<file path="config.mk">
export PLATFORM = sky130hd
export DESIGN_NAME = mux_4way_8bit
export DESIGN_NICKNAME = d
export VERILOG_FILES = /design/src/rtl/mux4way_pkg.sv /design/src/rtl/mux2way.sv /design/src/rtl/mux_4way_8bit.sv
export SDC_FILE = /design/constraint.sdc
export NUM_CORES = 1
export LEC_CHECK = 0
export ABC_CLOCK_PERIOD_IN_PS = 2500
export CAP_MARGIN = 20
export CORE_MARGIN = 2
export CORE_UTILIZATION = 27
export CTS_BUF_LIST = sky130_fd_sc_hd__clkbuf_16
export DETAILED_ROUTE_END_ITERATION = 8
export PLACE_DENSITY_LB_ADDON = 0.1
export SYNTH_ARGS = -nofsm -noshare
export SYNTH_HDL_FRONTEND = slang
export SYNTH_SLANG_ARGS = --single-unit
</file>
<file path="constraint.sdc">
create_clock -name clk -period 2.5 [get_ports clk]
set_input_delay 0.5 -clock clk [delete_from_list [all_inputs] [get_ports clk]]
set_output_delay 0.5 -clock clk [all_outputs]
set_load 0.05 [all_outputs]
</file>
<file path="src/rtl/mux4way_pkg.sv">
// Shared definitions for the 4-to-1 operand selector: the select encoding
// and the select type used by the top level and by its users.
package mux4way_pkg;

  // Two-bit selector type for the four data inputs.
  typedef logic [1:0] sel_t;

  // Select encoding: which data input appears on the output.
  localparam sel_t SEL_A = 2'b00;
  localparam sel_t SEL_B = 2'b01;
  localparam sel_t SEL_C = 2'b10;
  localparam sel_t SEL_D = 2'b11;

endpackage : mux4way_pkg

</file>
<file path="src/rtl/mux2way.sv">
// 2-to-1 selector for WIDTH-bit buses; the leaf cell of the 4-way tree.
// A plain conditional operator is used so an unknown sel propagates as X
// on the differing bits instead of silently picking a default input.
module mux2way #(
  parameter int WIDTH = 8
) (
  input  logic             sel,
  input  logic [WIDTH-1:0] inA,
  input  logic [WIDTH-1:0] inB,
  output logic [WIDTH-1:0] out
);

  // sel=0 passes inA, sel=1 passes inB, bit for bit.
  assign out = sel ? inB : inA;

endmodule : mux2way

</file>
<file path="src/rtl/mux_4way_8bit.sv">
// 4-to-1 operand selector for the ALU/register-file datapath.
// 'out' is purely combinational (independent of clk and reset); 'out_q' and
// 'select_q' are one-cycle registered copies for the next pipeline stage.
// Optional feature: define MUX_4WAY_8BIT_PARITY_EN to add the even-parity
// outputs out_par (combinational) and out_par_q (registered).
module mux_4way_8bit
  import mux4way_pkg::*;
#(
  parameter int WIDTH = 8
) (
  input  logic             clk,
  input  logic             reset,
  input  sel_t             select,
  input  logic [WIDTH-1:0] inA,
  input  logic [WIDTH-1:0] inB,
  input  logic [WIDTH-1:0] inC,
  input  logic [WIDTH-1:0] inD,
  output logic [WIDTH-1:0] out,
  output logic [WIDTH-1:0] out_q,
  output sel_t             select_q
`ifdef MUX_4WAY_8BIT_PARITY_EN
  ,
  output logic             out_par,
  output logic             out_par_q
`endif
);

  // First level of the tree: pair A/B and pair C/D on select[0].
  logic [WIDTH-1:0] lo_d;
  logic [WIDTH-1:0] hi_d;

  mux2way #(.WIDTH(WIDTH)) u_mux_lo (
    .sel (select[0]),
    .inA (inA),
    .inB (inB),
    .out (lo_d)
  );

  mux2way #(.WIDTH(WIDTH)) u_mux_hi (
    .sel (select[0]),
    .inA (inC),
    .inB (inD),
    .out (hi_d)
  );

  // Second level: choose between the two pairs on select[1].
  mux2way #(.WIDTH(WIDTH)) u_mux_out (
    .sel (select[1]),
    .inA (lo_d),
    .inB (hi_d),
    .out (out)
  );

`ifdef MUX_4WAY_8BIT_PARITY_EN
  // Even parity over the selected word, available with zero latency.
  assign out_par = ^out;
`endif

  // Pipeline register: capture the selected word and select; clear on reset.
  always_ff @(posedge clk or posedge reset) begin
    if (reset) begin
      out_q     <= '0;
      select_q  <= SEL_A;
`ifdef MUX_4WAY_8BIT_PARITY_EN
      out_par_q <= 1'b0;
`endif
    end else begin
      out_q     <= out;
      select_q  <= select;
`ifdef MUX_4WAY_8BIT_PARITY_EN
      out_par_q <= out_par;
`endif
    end
  end

endmodule : mux_4way_8bit

</file>
# == Yosys cells after proc, flatten, opt, wreduce, memory -nomap -nowiden ==
# Index checks and enable logic that the tools add are counted.
# op_classes
n_mux,3
# op_table
operator,count
8-bit two-way mux,3
# word_totals
elab_cells,5
ff_bits,10

# == Logic depth before layout (Yosys ltp) ==
# Gate-level depths: netlist of the first run.
# logic_depth
depth_word,2
depth_mapped,2
ltp_nobuf,1

# == Modules after synthesis ==
# From an unflattened synthesis of the first run, not the netlist that was laid out.
# hier_totals
cells_unflattened,38
area_unflattened_um2,648.1
# by_module_without_submodules
mod,instances,area_per_inst_um2,seq_area_each_um2,cells_each
mux2way,3,131.4,0.0,9
mux_4way_8bit,1,254.0,250.2,11

# == Worst setup path after synthesis of the first run ==
# No wires, ideal clock.
# synth_path
kind,input to output
from,in select[0]
to,out out[0]
required_ps,2000
setup_slack_ps,702
path_stages,2
n_path_buf,1
t_arrival_ps,1298
path_cell_list,buf_6 mux4_2
# synth_between
elab_chain_cells,2
word_cells_on_any_way,3
cone_classes,mux: 3
# synth_lines
element,line,source
"start, declared",mux_4way_8bit.sv:13,"input sel_t select,"
8-bit two-way mux,mux2way.sv:14,assign out = sel ? inB : inA;
8-bit two-way mux (*),mux2way.sv:14,
"end, declared",mux_4way_8bit.sv:18,"output logic [WIDTH-1:0] out,"
# Mark *: on every way between the ends. The rest lies on a longest branch, timed or not.

# == Worst setup path in the final report of the first run ==
# layout_path
from,in select[0]
to,out out[4]
# Same word-level chain as after synthesis.

==> out/summary.txt, run 1 <==
RSZ-0062 raised after global routing = false
Worst-Margin Slew = 0.507 ns
Worst Setup End Kind = output port
Final Non-Filler Cells = 93
Max H-tree Level = 1
clk sinks = 10
vias in the first global route = 513
# resized after CTS = 0
Tcrit/Tclk final = 0.961
status = complete, no violations
Final Slew Violations = 0
effective utilization at floorplan = 0.292
Yosys reg bits = 10
chip width = 44.8 um
Inserted Diodes = 0
root buf cell = clkbuf_16
Slew HR = 0.661
top cells by area, synth = dfrtp_1, mux4_2, buf_6, clkbuf_2, inv_1
FP Rows = 14
port bufs = 53
wirelength, routed = 1310 um
dpl ws = 0.0884 ns
Crit path arrival time = 1.90 ns
largest area contributor in the netlist = dfrtp_1
Mapped Cells = 21
grt peak-use layer = met2
Worst-path clk slew = 0.04 ns
Tot GR Track Use = 0.167
Synth warnings = 0
startpoint class of the critical path = input pin
EDFF count, synth = 0
synth cell count leaders = dfrtp_1, mux4_2, buf_6, clkbuf_2, inv_1
Iter 0 DRT Violations = 4
met3 usage = 0.0480
Cell Area, Synth = 450 um^2
Syn Area/Cell = 21.4 um^2
FMAX = 416 MHz
Lkg Pwr = 0.435 nW
power per cell area = 664 nW/um^2
GP Congestion = 0.647
most frequent cell after synthesis = dfrtp_1
core area = 1540 um^2
global route overflow = 0
Cell variety after synth = 5
first-pass GRT wire length = 2220 um
Hold Path Class = input pin to asynchronous set/reset pin
Avg WL per Cell = 14.1 um
setup violators final = 0
syn_nets = 57
VDD IR max = 366 uV
ys flop type = dfrtp_1
largest net degree at the start of global routing = 11
Total Power = 0.706 mW
Post-CTS Repair Setup Buffers = 0
WP data required = 2.00 ns
Post-Place Cells = 89
Hold-fix buffers, CTS = 0
die height = 44.8 um
Layout area overhead = 136%
post-layout minimum cycle time = 2.40 ns
I/O pin count = 54
Worst Path Max Fanout = 9
Final Hold Vio Count = 0
DRC = 0
total CTS buffers = 3
DPL Wire Length = 1200 um
Synth top area share = 0.556
CTS Buffer Depth = 2
Die Area = 2010 um^2
Nets = 114
vias per std cell = 4.78
DR pass1 iterations = 2
via count = 445
initial antenna violation count = 0
max-cap viol count = 0
post-synthesis sequential area ratio = 0.556
post-route ant nets = 0
Final Worst Setup Slack = 0.0985 ns
asr flop ratio synth = 1.00
final core area utilization = 0.690
CTS tree = built
Sum Neg Setup Slack = 0 ns
WS Path Type = input pin to output port
share of cells above drive strength 1 = 0.260
met2 Resource Use GR = 0.310
GR Layer Usage met1 = 0.174
[worst max-delay path, cell delays in order]
cell,delay [ns]
clkdlybuf4s50_1,0.51
buf_12,0.15
mux4_2,0.52
buf_4,0.21
[cell type report]
class / instances / area (um^2)
clock buffers: 3 / 75.1
clock inverters: 1 / 3.75
fillers: 121 / 478
inverters: 1 / 3.75
multi-input cells: 8 / 180
flip-flops and latches: 10 / 250
well taps: 16 / 20.0
repair buffers: 54 / 531
[cell usage in the layout, fill, tap and decap left out]
cell             Yosys  layout
buf_12               0       1
inv_1                1       1
clkbuf_16            0       3
dfrtp_1             10      10
clkinv_1             0       1
buf_4                0       8
mux4_2               8       8
clkdlybuf4s50_1      0      45
[layer usage]
layer	vias up	part of all wire
met3	2	0.092
met5	-	0
met4	0	0.014
li1	198	-
met1	211	0.31
met2	34	0.58
[kinds of logic after synthesis]
logic type | after synthesis | share of synthesized area
multiplexers | 8 | 0.400
flip-flops | 10 | 0.556
buffers and inverters | 3 | 0.0444
[report_power, final]
part | switching (mW) | internal [mW] | total [mW]
logic | 0.137 | 0.112 | 0.248
clock network | 0.0679 | 0.209 | 0.277
registers | 0.00378 | 0.177 | 0.181
[worst paths after layout]
kind / from / endpoint / slack (ns) / depth (start not counted)
hold / removal: reset / out_q[2] / 0.56 / 2
min in group clk: select[0] / select_q[0] / 0.94 / 2
setup / recovery: select[0] / out[4] / 0.1 / 4
max in group asynchronous: reset / out_q[6] / 1.66 / 2
[sequential cells by signal, summed over array words and instances, names as in the netlist]
| register | count |
|---|---|
| out_q | 8 |
| select_q | 2 |
[through the flow]
stage               instance area [um^2]  hold WS [ns]
detailed placement                   985         0.826
global placement                     985         0.801
CTS                                 1060         0.577
global route                        1060         0.628
floorplan                            450         0.340
finish                              1060         0.561
(Power assumes the default switching activity.)
==> run 2: changes to the inputs <==
--- a/config.mk
+++ b/config.mk
@@ -6,10 +6,11 @@
 export NUM_CORES = 1
 export LEC_CHECK = 0
 export ABC_CLOCK_PERIOD_IN_PS = 2500
-export CAP_MARGIN = 20
+export CAP_MARGIN = 5
 export CORE_MARGIN = 2
 export CORE_UTILIZATION = 27
 export CTS_BUF_LIST = sky130_fd_sc_hd__clkbuf_16
+export CTS_CLUSTER_SIZE = 24
 export DETAILED_ROUTE_END_ITERATION = 8
 export PLACE_DENSITY_LB_ADDON = 0.1
 export SYNTH_ARGS = -nofsm -noshare
==> results of run 2 <==
No change in the layout: final DEF, timing and power equal those of run 1.
